[config.mk]
export PLATFORM = sky130hd
export DESIGN_NAME = m_lsu
export DESIGN_NICKNAME = d
export VERILOG_FILES = /design/src/rtl/m_lsu.sv
export SDC_FILE = /design/constraint.sdc
export NUM_CORES = 1
export LEC_CHECK = 0
export CORE_MARGIN = 4
export CORE_UTILIZATION = 35
export DETAILED_ROUTE_END_ITERATION = 12
export PLACE_DENSITY = 0.84
export SLEW_MARGIN = 15
export SYNTH_ARGS = -nofsm -noshare
export SYNTH_HDL_FRONTEND = slang
export SYNTH_SLANG_ARGS = --single-unit
[constraint.sdc]
create_clock -name clk -period 1.7 [get_ports clk]
set_clock_uncertainty 0.1 [all_clocks]
set_input_delay 0.17 -clock clk [delete_from_list [all_inputs] [get_ports clk]]
set_output_delay 0.17 -clock clk [all_outputs]
set_load 0.02 [all_outputs]
[src/rtl/m_lsu.sv]
// Memory-stage load/store initiator: word-aligned bus requests, pipeline stall, load extension.
// Define LSU_TRACE_EN to print a trace line on every store grant.
module m_lsu (
  input  logic        clk,
  input  logic        reset,
  input  logic        req_valid,
  input  logic        we,
  input  logic [2:0]  op,
  input  logic [31:0] addr,
  input  logic [31:0] wdata,
  input  logic [31:0] pc,
  output logic        stall,
  output logic        done,
  output logic [31:0] rdata,
  output logic        adel,
  output logic        ades,
  output logic        bus_req,
  output logic        bus_we,
  output logic [31:0] bus_addr,
  output logic [3:0]  bus_be,
  output logic [31:0] bus_wdata,
  input  logic        bus_gnt,
  input  logic        bus_rvalid,
  input  logic [31:0] bus_rdata
);

  localparam logic [2:0] DmB  = 3'd1;
  localparam logic [2:0] DmBu = 3'd2;
  localparam logic [2:0] DmH  = 3'd3;
  localparam logic [2:0] DmHu = 3'd4;

  typedef enum logic [1:0] {StIdle, StReq, StWait, StDone} state_e;

  state_e      state_q, state_d;
  logic [31:0] addr_q;
  logic [2:0]  op_q;
  logic        we_q;
  logic [31:0] pc_q;
  logic [3:0]  be_q;
  logic [31:0] bwdata_q;
  logic [31:0] rdata_q;

  logic        in_byte, in_half, misaligned, accept, capture;
  logic [3:0]  be_in;
  logic [31:0] bwdata_in;
  logic [31:0] lane_word;
  logic [31:0] load_ext;

  // Decode of the incoming (not yet latched) request.
  always_comb begin
    in_byte    = (op == DmB) || (op == DmBu);
    in_half    = (op == DmH) || (op == DmHu);
    misaligned = in_half ? addr[0] : (in_byte ? 1'b0 : (addr[1:0] != 2'b00));
    accept     = reset && req_valid && !misaligned && (state_q == StIdle);
    adel       = reset && req_valid && misaligned && !we;
    ades       = reset && req_valid && misaligned && we;
    if (in_byte) begin
      be_in     = 4'b0001 << addr[1:0];
      bwdata_in = {4{wdata[7:0]}};
    end else if (in_half) begin
      be_in     = 4'b0011 << {addr[1], 1'b0};
      bwdata_in = {2{wdata[15:0]}};
    end else begin
      be_in     = 4'b1111;
      bwdata_in = wdata;
    end
  end

  // Halfword accesses are aligned, so the byte-offset shift also selects the right half.
  always_comb begin
    lane_word = bus_rdata >> {addr_q[1:0], 3'b000};
    case (op_q)
      DmB:     load_ext = {{24{lane_word[7]}}, lane_word[7:0]};
      DmBu:    load_ext = {24'h0, lane_word[7:0]};
      DmH:     load_ext = {{16{lane_word[15]}}, lane_word[15:0]};
      DmHu:    load_ext = {16'h0, lane_word[15:0]};
      default: load_ext = bus_rdata;
    endcase
  end

  always_comb begin
    state_d = state_q;
    capture = 1'b0;
    case (state_q)
      StIdle: if (accept) state_d = StReq;
      StReq: begin
        if (bus_gnt) begin
          if (we_q) begin
            state_d = StDone;
          end else if (bus_rvalid) begin
            state_d = StDone;
            capture = 1'b1;
          end else begin
            state_d = StWait;
          end
        end
      end
      StWait: begin
        if (bus_rvalid) begin
          state_d = StDone;
          capture = 1'b1;
        end
      end
      StDone:  state_d = StIdle;
      default: state_d = StIdle;
    endcase
  end

  always_ff @(posedge clk or negedge reset) begin
    if (!reset) begin
      state_q  <= StIdle;
      addr_q   <= 32'h0;
      op_q     <= 3'd0;
      we_q     <= 1'b0;
      pc_q     <= 32'h0;
      be_q     <= 4'h0;
      bwdata_q <= 32'h0;
      rdata_q  <= 32'h0;
    end else begin
      state_q <= state_d;
      if (accept) begin
        addr_q   <= addr;
        op_q     <= op;
        we_q     <= we;
        pc_q     <= pc;
        be_q     <= be_in;
        bwdata_q <= bwdata_in;
      end
      if (capture) rdata_q <= load_ext;
    end
  end

  always_comb begin
    stall     = accept || (state_q == StReq) || (state_q == StWait);
    done      = (state_q == StDone);
    bus_req   = (state_q == StReq);
    bus_we    = bus_req && we_q;
    bus_addr  = {addr_q[31:2], 2'b00};
    bus_be    = be_q;
    bus_wdata = bwdata_q;
    rdata     = rdata_q;
  end

`ifdef LSU_TRACE_EN
  logic [31:0] trace_data;
  assign trace_data = bus_wdata & {{8{bus_be[3]}}, {8{bus_be[2]}}, {8{bus_be[1]}}, {8{bus_be[0]}}};

  always @(posedge clk) begin
    if (reset && bus_req && bus_gnt && we_q) begin
      $display("%d@%h: *%h <= %h", $time, pc_q, addr_q, trace_data);
    end
  end
`else
  logic unused_pc;
  assign unused_pc = ^pc_q;
`endif

endmodule

After elaboration in Yosys (flattened, before gate mapping)
Cells that the tools add are included.

Word-level logic and storage cells: 57. Output and inout port bits: 106. Register bits: 106.

Shift-type cells: 3. Mux-type cells: 17. Equality and inequality tests: 14. Reduce and logical (&&, ||, !) cells: 16.

Operators by type and width (count): $pmux W32 S4 (1); $mux W32 (2); $shr A32 B5 Y16 (1); $eq A3 B2 Y1 const B (4); $mux W4 (2); $pmux W2 S4 (1); $logic_and A1 B1 Y1 (7); $mux W1 (7); $eq A3 B1 Y1 const B (2); $eq A3 B3 Y1 const B (2); $mux W2 (3); $eq A2 B2 Y1 const B (2); $logic_or A1 B1 Y1 (4); $ne A2 B2 Y1 const B (2); $shl A1 B2 Y4 const A (1); $shl A2 B2 Y4 const A (1); $reduce_and A3 Y1 (1); $eq A2 B1 Y1 const B (1); $logic_not A1 Y1 (2); $logic_not A2 Y1 (1); $ne A2 B1 Y1 const B (1); $pmux W1 S2 (1); $reduce_bool A2 Y1 (1).

Longest topological paths before layout
Depth in word-level cells: 9. Mapped depth: 9. Depth with buffers taken out: 7.

Least setup slack after synthesis
OpenSTA, ideal clock, no wires.

Kind: register -> register. Start: register state_q[1]. End: register rdata_q[21] (netlist: rdata[21]). Arrival time: 1704 ps. Buffers on the path: 2. Cell stages (with the launch flop): 9. Clock period less this slack: 1950 ps. Slack: -250 ps. Setup time: 146 ps. Cell sequence: dfrtp_1 -> inv_1 -> ha_1 -> nand2_1 -> nor2_1 -> o211ai_1 -> clkbuf_1 -> clkbuf_1 -> o211ai_1.

Cells in the longest elaborated chain, start to end: 2.

Ends and longest elaborated chain: from (decl) (line 34) `state_e state_q, state_d;`; from (signal assigned) (line 111) `state_q <= StIdle;`; from (signal assigned) (line 120) `state_q <= state_d;`; $eq A2 B1 Y1; net bus_req (line 17) `output logic bus_req,`; $pmux W1 S2 (line 84) `case (state_q)`; to (signal assigned) (line 129) `if (capture) rdata_q <= load_ext;`; to (decl) (line 41) `logic [31:0] rdata_q;`.

The timed path passes the listed nets, and every way through them passes these cells. A chain may end at the register's enable or synchronous reset.

Worst setup path in the final report
Start: register state_q[0]. End: register rdata_q[27] (netlist: rdata[27]).

Cells in the longest elaborated chain, start to end: 2.

Ends and longest elaborated chain (line): $eq A2 B2 Y1 or $eq A2 B1 Y1 (tied branches) (84); $pmux W1 S2 * (84).

Every way passes the cells marked *; elsewhere a longest branch is shown, timed or not.

==> qor.csv <==
metric,value,unit
r2r_slack,-0.06,ns
ioPinCount,243,
avgViaCountPerCell,5.07,
postLayoutCoreUtil,0.566,
cts_max_level,3,
initial_core_util,0.358,
seq_area_frac_synth,0.488,
fmax,569,MHz
endpoint,rdata[27],
grt_overflow_total,0,
arrival,1.88,ns
cts_tree,yes,
root_buffer,clkbuf_16,
firstDrtPassIters,5,
path_clk_slew,0.08,ns
gp_congestion,0.891,
n_fill_cell,1248,
cts_buffers,9,
drive_gt1_frac,0.240,
period_share,1.03,
grt_pass1_wl,25900,µm
grt_pass1_vias,4850,
placed_cells,897,
tns,-1.18,ns
finalWorstPathRequiredPeriod,1.76,ns
insertion_delay,0.35,ns
clock-sinks,106,
grt_util_met3,0.0574,
rows,45,
dieArea,0.0176,mm²
drt_iter0_drc,293,
core_area,0.0152,mm²
nNetsFinal,873,
maxSlewViolCount,0,
grt_usage,0.184,
r2r_start,state_q[0],
ys_warn_count,0,
yosysUniqueCellTypes,39,
setup.worst_path.class,flop to flop,
setup.worst_path.start_class,flop,
setup_ws,-0.0588,ns
ir_drop,866,µV
cellPowerDensity,1810,mW/mm²
tightestPinTransition,0.716,ns
r2r_cells,9,
r2r_end,rdata[27],
grt_busiest_layer,met2,
ant_nets,0,
critPathRequiredTime,1.82,ns
p_leak,3.93,nW
cp_max_fo,10,
fin_cells,924,
hold_path.class,primary input to async pin,
vias,4688,
violations,"hold timing, setup timing",
wl_per_cell,17.8,µm
drc,0,
ys_ff_latch,106,
regArea,0.00265,mm²
p_sw,0.00622,W
met2_usage,0.312,
p_clk_frac,0.132,
avgSynthCellArea,10.8,µm²
hold_slack,-0.164,ns
crit_path_start,state_q[0],
cts_buffer_depth,2,
grt.met1_usage,0.223,
setup_viol,40,
portBuffers,208,
diodes,0,
antenna_found_initial,0,
comb_power_share,0.580,
area_growth,58.3,%
die_h,133,µm
seq_power_share,0.288,
status,"finished, violations left",
multi_input_area,0.00258,mm²
critPathCaptureType,flop,
fp.dieW,133,µm
grt_max_degree,56,
syn_inst,502,
rsz0062_at_grt,yes,
switching_share,0.401,
routed_wirelength,16400,µm
netlist_area,0.00544,mm²
max_slew_margin,0.522,
hold_viol,51,
place_ws,-0.658,ns
p_int,0.00931,W
maxCapViolCount,0,
dp_hpwl,11900,µm
[how the worst min path moves through the flow]
stage | startpoint | endpoint | slack [ns] | cells after the start
4_1_cts | reset | op_q[2] | -0.13 | 2
3_5_place_dp | reset | addr_q[8] | 0.24 | 2
5_1_grt | reset | op_q[2] | -0.11 | 2
3_3_place_gp | reset | addr_q[8] | 0.23 | 2
2_1_floorplan | reset | addr_q[0] | -0.23 | 0
6_report | reset | addr_q[0] | -0.16 | 2
[critical path, stage by stage, from the launching register on]
cell and delay [ns]:
dfrtp_1 0.41, buf_6 0.13, ha_4 0.16, nand2_2 0.05, nor2_1 0.04, o211ai_1 0.16, buf_4 0.16, nand3b_1 0.17
buf_6 0.17, o211ai_1 0.09
[timing repair]
| item | in CTS | in global routing |
|---|---|---|
| resized for setup | 94 | 26 |
| setup endpoints to repair | 110 | 68 |
| cloned | 5 | 0 |
| hold endpoints to repair | 51 | 51 |
| buffers inserted | 4 | 2 |
| pin swaps | 8 | 6 |
[cells in the mapped netlist, drive strengths merged]
master / instances / area share
and2: 3 / 0.0035
o22ai: 9 / 0.010
nand2b: 4 / 0.0046
dfrtp: 106 / 0.49
inv: 4 / 0.0028
nand2: 77 / 0.053
nand3: 1 / 0.00092
a211oi: 10 / 0.014
nor2: 34 / 0.023
mux2: 48 / 0.13
clkbuf: 18 / 0.012
nor2b: 4 / 0.0046
buf: 42 / 0.060
o21ai: 33 / 0.031
a22o: 1 / 0.0016
o22a: 1 / 0.0016
a2bb2oi: 1 / 0.0016
mux2i: 34 / 0.063
ha: 5 / 0.012
a21oi: 21 / 0.020
or3b: 1 / 0.0016
o31ai: 10 / 0.014
nor3: 1 / 0.00092
xor2: 2 / 0.0032
a21bo: 1 / 0.0018
and3: 1 / 0.0012
conb: 1 / 0.00069
xnor2: 1 / 0.0016
nand3b: 1 / 0.0014
a21o: 9 / 0.012
o211ai: 18 / 0.027
[registers in the layout, indices dropped and copies added (netlist names)]
signal / flops
addr_q: 32
bus_be: 4
bus_wdata: 32
op_q: 3
rdata: 32
state_q: 2
we_q: 1
[routing by layer]
metal | share of wire | wire, µm
met2 | 0.49 | 8040
met1 | 0.41 | 6690
met5 | 0 | 0
met4 | 0.019 | 308
met3 | 0.084 | 1380
[power by group through the flow]
stage	logic [W]	registers, W	clock network [W]
2_1_floorplan	0.00406	0.00519	0
5_1_grt	0.00958	0.00462	0.00217
6_report	0.00901	0.00447	0.00204
3_5_place_dp	0.00833	0.00446	0
4_1_cts	0.00888	0.00447	0.00207
3_3_place_gp	0.00815	0.00444	0
[cells in the final DEF, fill, tap and decap left out, types with 3 or more instances in the layout]
master             n
ha_1               3
buf_6             15
mux2_1             5
buf_16             6
buf_12             6
o22ai_1            9
a21o_1             9
nand2b_1           3
nand2_1           74
a21oi_2            4
a211oi_2           4
o21ai_1            8
nand2_2            3
o211ai_1          17
mux2i_1           32
clkdlybuf4s50_1  196
a21oi_1           16
o31ai_2            6
and2_1             3
clkbuf_16          9
buf_4             45
nor2b_1            3
o31ai_4            4
mux2_4            41
dfrtp_1          105
o21ai_0           23
a211oi_1           6
nor2_1            32
[per-stage QoR]
| step | hold WS, ns | power, W | area [µm²] |
|---|---|---|---|
| 3_5_place_dp | 0.243 | 0.0128 | 7860 |
| 3_3_place_gp | 0.234 | 0.0126 | 7860 |
| 2_1_floorplan | -0.226 | 0.00925 | 5480 |
| 4_1_cts | -0.133 | 0.0154 | 8520 |
| 6_report | -0.164 | 0.0155 | 8600 |
| 5_1_grt | -0.108 | 0.0164 | 8600 |
[area by class of cell]
| type | count | area share |
|---|---|---|
| Tap cell | 188 | 0.0273 |
| Clock inverter | 6 | 0.00553 |
| Timing Repair Buffer | 277 | 0.329 |
| Sequential cell | 106 | 0.308 |
| Multi-Input combinational cell | 333 | 0.300 |
| Inverter | 4 | 0.00175 |
| Clock buffer | 10 | 0.0278 |
[logic make-up after synthesis]
kind of cell | after synthesis | share of synthesized area
adder cells (fa/ha/maj) | 5 | 0.0115
flip-flops | 106 | 0.488
multiplexers | 82 | 0.189
other | 1 | 0.000690
AND/OR/NAND/NOR | 127 | 0.0953
AO/OA/AOI/OAI | 114 | 0.136
buffers and inverters | 64 | 0.0753
XOR/XNOR | 3 | 0.00483
(Power assumes the default switching activity.)
